## src/rtl/bcd_pkg.sv

```systemverilog
// bcd_pkg: shared BCD constants, serial-subtractor state encoding and digit validity helper.
package bcd_pkg;
    localparam int BCD_DIGIT_W = 4;
    localparam int BCD_RADIX   = 10;

    typedef enum logic [1:0] {IDLE, RUN, DONE} state_e;

    function automatic logic is_bcd(input logic [BCD_DIGIT_W-1:0] digit);
        return digit < BCD_DIGIT_W'(BCD_RADIX);
    endfunction
endpackage

```

## src/rtl/bcd_digit_sub.sv

```systemverilog
// bcd_digit_sub: combinational single BCD digit subtract with borrow (d = a - b - bin, mod 10).
module bcd_digit_sub
    import bcd_pkg::*;
(
    input  logic [BCD_DIGIT_W-1:0] a,
    input  logic [BCD_DIGIT_W-1:0] b,
    input  logic                   bin,
    output logic [BCD_DIGIT_W-1:0] d,
    output logic                   bout
);
    logic [BCD_DIGIT_W:0] t;

    // t spans -16..15, so bit 4 is the sign and doubles as the borrow.
    always_comb begin
        t    = {1'b0, a} - {1'b0, b} - {{BCD_DIGIT_W{1'b0}}, bin};
        bout = t[BCD_DIGIT_W];
        d    = bout ? t[BCD_DIGIT_W-1:0] + BCD_DIGIT_W'(BCD_RADIX) : t[BCD_DIGIT_W-1:0];
    end
endmodule

```

## src/rtl/bcd_serial_subtractor.sv

```systemverilog
// bcd_serial_subtractor: multi-digit BCD diff = a - b - bin, one digit per clock, LSD first.
// Define BCD_CHECK_EN to flag operands containing non-BCD digits on err.
module bcd_serial_subtractor
    import bcd_pkg::*;
#(
    parameter int DIGITS = 4
) (
    input  logic                clk,
    input  logic                rst,
    input  logic                start,
    input  logic [4*DIGITS-1:0] a,
    input  logic [4*DIGITS-1:0] b,
    input  logic                bin,
    output logic                busy,
    output logic                done,
    output logic [4*DIGITS-1:0] diff,
    output logic                bout,
    output logic                err
);
    localparam int W  = BCD_DIGIT_W * DIGITS;
    localparam int CW = DIGITS > 1 ? $clog2(DIGITS) : 1;

    state_e           state_q, state_d;
    logic [CW-1:0]    cnt_q, cnt_d;
    logic [W-1:0]     a_sr_q, a_sr_d, b_sr_q, b_sr_d;
    logic [W-1:0]     res_q, res_d, diff_q, diff_d;
    logic             brw_q, brw_d, bout_q, bout_d;
    logic [BCD_DIGIT_W-1:0] dig;
    logic             dig_bout;
    logic             last;

    bcd_digit_sub u_digit (
        .a    (a_sr_q[BCD_DIGIT_W-1:0]),
        .b    (b_sr_q[BCD_DIGIT_W-1:0]),
        .bin  (brw_q),
        .d    (dig),
        .bout (dig_bout)
    );

    assign last = state_q == RUN && cnt_q == CW'(DIGITS - 1);

    // res_q collects digits MSD-in so digit 0 lands at the bottom after the last shift;
    // diff_q is only loaded on the way into DONE so the visible result never shows partials.
    always_comb begin
        state_d = state_q;
        cnt_d   = cnt_q;
        a_sr_d  = a_sr_q;
        b_sr_d  = b_sr_q;
        brw_d   = brw_q;
        res_d   = res_q;
        diff_d  = diff_q;
        bout_d  = bout_q;
        case (state_q)
            IDLE: if (start) begin
                state_d = RUN;
                cnt_d   = '0;
                a_sr_d  = a;
                b_sr_d  = b;
                brw_d   = bin;
                res_d   = '0;
            end
            RUN: begin
                cnt_d  = cnt_q + CW'(1);
                a_sr_d = a_sr_q >> BCD_DIGIT_W;
                b_sr_d = b_sr_q >> BCD_DIGIT_W;
                brw_d  = dig_bout;
                res_d  = (res_q >> BCD_DIGIT_W) | (W'(dig) << (W - BCD_DIGIT_W));
                if (last) begin
                    state_d = DONE;
                    diff_d  = res_d;
                    bout_d  = dig_bout;
                end
            end
            default: state_d = IDLE;
        endcase
    end

    always_ff @(posedge clk) begin
        if (rst) begin
            state_q <= IDLE;
            cnt_q   <= '0;
            a_sr_q  <= '0;
            b_sr_q  <= '0;
            brw_q   <= 1'b0;
            res_q   <= '0;
            diff_q  <= '0;
            bout_q  <= 1'b0;
        end else begin
            state_q <= state_d;
            cnt_q   <= cnt_d;
            a_sr_q  <= a_sr_d;
            b_sr_q  <= b_sr_d;
            brw_q   <= brw_d;
            res_q   <= res_d;
            diff_q  <= diff_d;
            bout_q  <= bout_d;
        end
    end

    assign busy = state_q == RUN;
    assign done = state_q == DONE;
    assign diff = diff_q;
    assign bout = bout_q;

`ifdef BCD_CHECK_EN
    logic bad, chk_q, chk_d, err_q, err_d;

    // Operands are judged once at latch time; the verdict is published alongside diff.
    always_comb begin
        bad = 1'b0;
        for (int i = 0; i < DIGITS; i++)
            bad = bad | !is_bcd(a[i*BCD_DIGIT_W +: BCD_DIGIT_W]) | !is_bcd(b[i*BCD_DIGIT_W +: BCD_DIGIT_W]);
        chk_d = (state_q == IDLE && start) ? bad : chk_q;
        err_d = last ? chk_q : err_q;
    end

    always_ff @(posedge clk) begin
        if (rst) begin
            chk_q <= 1'b0;
            err_q <= 1'b0;
        end else begin
            chk_q <= chk_d;
            err_q <= err_d;
        end
    end

    assign err = err_q;
`else
    assign err = 1'b0;
`endif
endmodule

```

## config.mk

```make
export PLATFORM = sky130hd
export DESIGN_NAME = bcd_serial_subtractor
export DESIGN_NICKNAME = d
export VERILOG_FILES = /design/src/rtl/bcd_pkg.sv /design/src/rtl/bcd_digit_sub.sv /design/src/rtl/bcd_serial_subtractor.sv
export SDC_FILE = /design/constraint.sdc
export NUM_CORES = 1
export LEC_CHECK = 0
export CORE_ASPECT_RATIO = 0.8
export CORE_MARGIN = 1.5
export CORE_UTILIZATION = 48
export CTS_BUF_LIST = sky130_fd_sc_hd__clkbuf_4 sky130_fd_sc_hd__clkbuf_8
export DETAILED_ROUTE_END_ITERATION = 10
export GPL_TIMING_DRIVEN = 0
export PLACE_DENSITY = 0.78
export SYNTH_ARGS = -nofsm -noshare
export SYNTH_HDL_FRONTEND = slang
export SYNTH_SLANG_ARGS = --single-unit
export TNS_END_PERCENT = 10
```

## constraint.sdc

```tcl
create_clock -name clk -period 2.25 [get_ports clk]
set_input_delay 0.45 -clock clk [delete_from_list [all_inputs] [get_ports clk]]
set_output_delay 0.45 -clock clk [all_outputs]
set_load 0.1 [all_outputs]
```

==> summary.txt <==
Run status
  – Status: complete, but fails checks
  – Violated checks: setup timing

Logic synthesis
  – Post-synth cell types: 36
  – Post-synthesis mux area share: less than 1%
  – Synth Area in Compound Gates: 18.9%
  – Synth Area in Simple Gates: between 20% and 30%
  – Number of synthesized flops with an enable pin: 0
  – Register area share after synthesis: between 40% and 50%
  – Ys flop type: dfxtp_1
  – Mapped cell area: between 0.002 and 0.003 mm²
  – Synthesized flop and latch total: 66
  – Post-Syn Instances: approximately 350
  – Synth Area in Adders: around 4.8%
  – Yosys warnings: 0
  – Share of async-settable or async-resettable flops after synthesis: 0%
  – Largest family of logic cells by synthesized area: simple AND/OR/NAND/NOR gates
  – Post-Syn Area per Cell: 8.27 µm²
  – Mapped Nets: 400
  – XOR/XNOR share of the synthesized area: under 10%

Route
  – Vias per std cell: about 5.4
  – Final antenna-violating net count: 0
  – Post-Route WL: approximately 7.6 mm
  – DRC viols: 0
  – Starting DRT DRC Count: about 170
  – Vias: approximately 2,700
  – Drt first pass iters: 4
  – Drt wl/cell: between 10 and 15 µm

STA
  – Setup Skew: 0.00469 ns
  – Pins over their slew limit: 0
  – # setup viols final: 6
  – Fmax: 402 MHz
  – Final worst path period need: between 2 and 2.5 ns
  – Slew HR: approximately a third
  – Slew @ Worst Pin: approximately 0.97 ns
  – Final-report hold violation count: 0
  – Final Cycle Share: 111%
  – RSZ-0062 raised after global routing: true
  – Final WS setup: -0.240 ns

Worst setup path
  – Worst reg2reg setup slack: -0.24 ns
  – Crit path max-delay family: adder cells
  – Crit end category: flip-flop
  – CP required: roughly 2.5 ns
  – Depth of the most critical reg-to-reg path: 10
  – CP Launch Type: flip-flop
  – Crit path DAT: 2.71 ns
  – Crit path largest cell delay: approximately 0.38 ns
  – Critical Path Slowest Stage Cell: fa_2
  – Worst Path Max Fanout: 2
  – Most frequent CP cell: fa_2
  – Buf/Inv on CP: 1
  – Kind of critical path: reg -> reg
  – Critical path, cell by cell: inv_2 > fa_2 > fa_2 > xor2_1 > ha_1 > nor3b_4 > a211oi_2 > o221ai_2 > a22oi_1 > nor2_1
  – R2r startpoint: b_sr_q[0]
  – Worst reg2reg path endpoint: res_q[14]

Place
  – Cells after DPL: 488
  – Placement Cell Area: 0.00356 mm²
  – Routability cong.: around 0.8
  – IO buf count: 53
  – Place WS: -0.426 ns
  – DPL Wire Length: roughly 5.3 mm

GRT
  – Vias in the first global route: 2,622
  – Total Routing Usage GR: approximately 24%
  – Initial antenna violation count: 0
  – Global-route wire length before repair: 12.5 mm
  – Pin count of the biggest net entering global routing: 11
  – Total grt overflow: 0

Die
  – I/O pins: 56
  – Die width: 90.3 µm
  – Die area: about 0.0066 mm²
  – Initial Utilization: about half
  – Core area: ~0.006 mm²
  – Die Y: 72.9 µm
  – Num rows: 25

Finish
  – Most frequent cells in the layout: nand2_1 (76), dfxtp_1 (65), nor2_1 (59)
  – Most common library cell in the layout ignoring fill and taps: nand2_1
  – Final nets: roughly 470
  – Design area: between 0.003 and 0.004 mm²
  – Layout cells sized above 1: approximately an eighth
  – Area delta synth->final: 29.3%
  – Non-filler instance count after layout: around 510
  – Final core utilization: ~64%
  – Diodes inserted: 0

Clock tree
  – # hold bufs at CTS: 0
  – Worst skew pair latency: between 0.3 and 0.4 ns
  – Clock Tree Buf Depth: 2
  – Clk slew on worst S/H paths: about 0.07 ns
  – Root buf cell: clkbuf_8
  – CTS sink count: 66
  – CTS buffer count: 9
  – CTS tree: yes
  – # H-tree levels: 3

Min path
  – Hold EP: diff[4]
  – Worst Hold Class: reg -> reg
  – Hold path depth: 2
  – Hold Crit Start: diff[4]

Power
  – Max VDD drop: approximately 0.00038 V
  – PwrDens: between 700 and 800 mW/mm²
  – Design Power: around 2900 µW
  – Leak pwr: 0.00153 µW

Flow run
  – Max Cap Viol: 0
[cells in the mapped netlist, drive strengths merged (3+ instances only)]
| library cell | instances | share of area (%) |
|---|---|---|
| a211oi | 6 | 1.9 |
| a21oi | 20 | 3.4 |
| a22oi | 15 | 3.8 |
| a311oi | 24 | 7.2 |
| buf | 17 | 3.4 |
| clkbuf | 11 | 1.4 |
| dfxtp | 66 | 45 |
| ha | 8 | 3.4 |
| inv | 10 | 1.3 |
| nand2 | 76 | 9.7 |
| nand3b | 5 | 1.3 |
| nor2 | 61 | 8.1 |
| nor2b | 7 | 1.5 |
| o21ai | 3 | 0.64 |
| o31ai | 3 | 0.77 |
| xnor2 | 3 | 0.90 |
[worst reg2reg max path, cell delays in order (launching register included)]
cell      delay [ns]
dfxtp_2         0.35
inv_2           0.05
fa_2            0.38
fa_2            0.37
xor2_1          0.16
ha_1            0.31
nor3b_4         0.16
a211oi_2        0.20
o221ai_2        0.15
a22oi_1         0.16
nor2_1          0.06
[final cells by class]
class                           instances  area (µm²)
Clock inverter                          2        10.0
Multi-Input combinational cell        250        1460
Sequential cell                        66        1320
Tap cell                               81         101
Fill cell                             503        2130
Clock buffer                           14         180
Timing Repair Buffer                   56         534
Inverter                               10        37.5
Buffer                                 28         141
[cell families after synthesis]
| group | after synthesis |
|---|---|
| simple gates | 158 |
| compound gates | 75 |
| flops | 66 |
| buf+inv | 38 |
| fa+ha+maj | 10 |
| xor+xnor | 5 |
| other cells | 1 |
| mux | 1 |
[routing by layer]
layer  wire, µm  vias up  GRT usage (%)
met1       3440     1294           30.7
li1           -     1339              -
met3        450       14           7.81
met5          0        -              0
met4        106        0           8.11
met2       3570       85           40.1
[registers in the layout (all words and copies together), names as in the netlist]
register,count
a_sr_q,16
b_sr_q,16
bout,1
brw_q,1
cnt_q,2
diff,16
res_q,12
state_q,2
[worst max path at each step]
stage                           from         to  slack [ns]  cells after the start
final                      b_sr_q[0]  res_q[14]       -0.24                     10
after global routing       b_sr_q[0]  res_q[14]       -0.30                     10
after CTS                  b_sr_q[0]  res_q[14]       -0.23                     10
after detailed placement  state_q[1]       busy       -0.43                      6
after global placement    state_q[1]       busy       -0.40                      6
after floorplan            a_sr_q[0]  res_q[14]       -0.08                      9
[report_power, final]
part / internal, µW / leakage [µW] / total [µW] / switching (µW)
logic: 282 / 0.000884 / 628 / 346
registers: 1230 / 0.000540 / 1280 / 44.6
clock network: 512 / 0.000103 / 952 / 440
[stage by stage]
stage / hold slack, ns / setup TNS, ns
after floorplan: 0.432 / -0.0937
after global placement: 0.447 / -0.996
after detailed placement: 0.451 / -1.16
after CTS: 0.457 / -0.586
after global routing: 0.473 / -1.43
final: 0.454 / -0.830
[timing repair]
action / CTS / global route
resized for setup: 33 / 2
setup endpoints to repair: 22 / 8
pin swaps: 6 / 2
setup buffers: 3 / 0
gates cloned: 0 / 0
No activity file was read; power rests on OpenSTA's default activity.
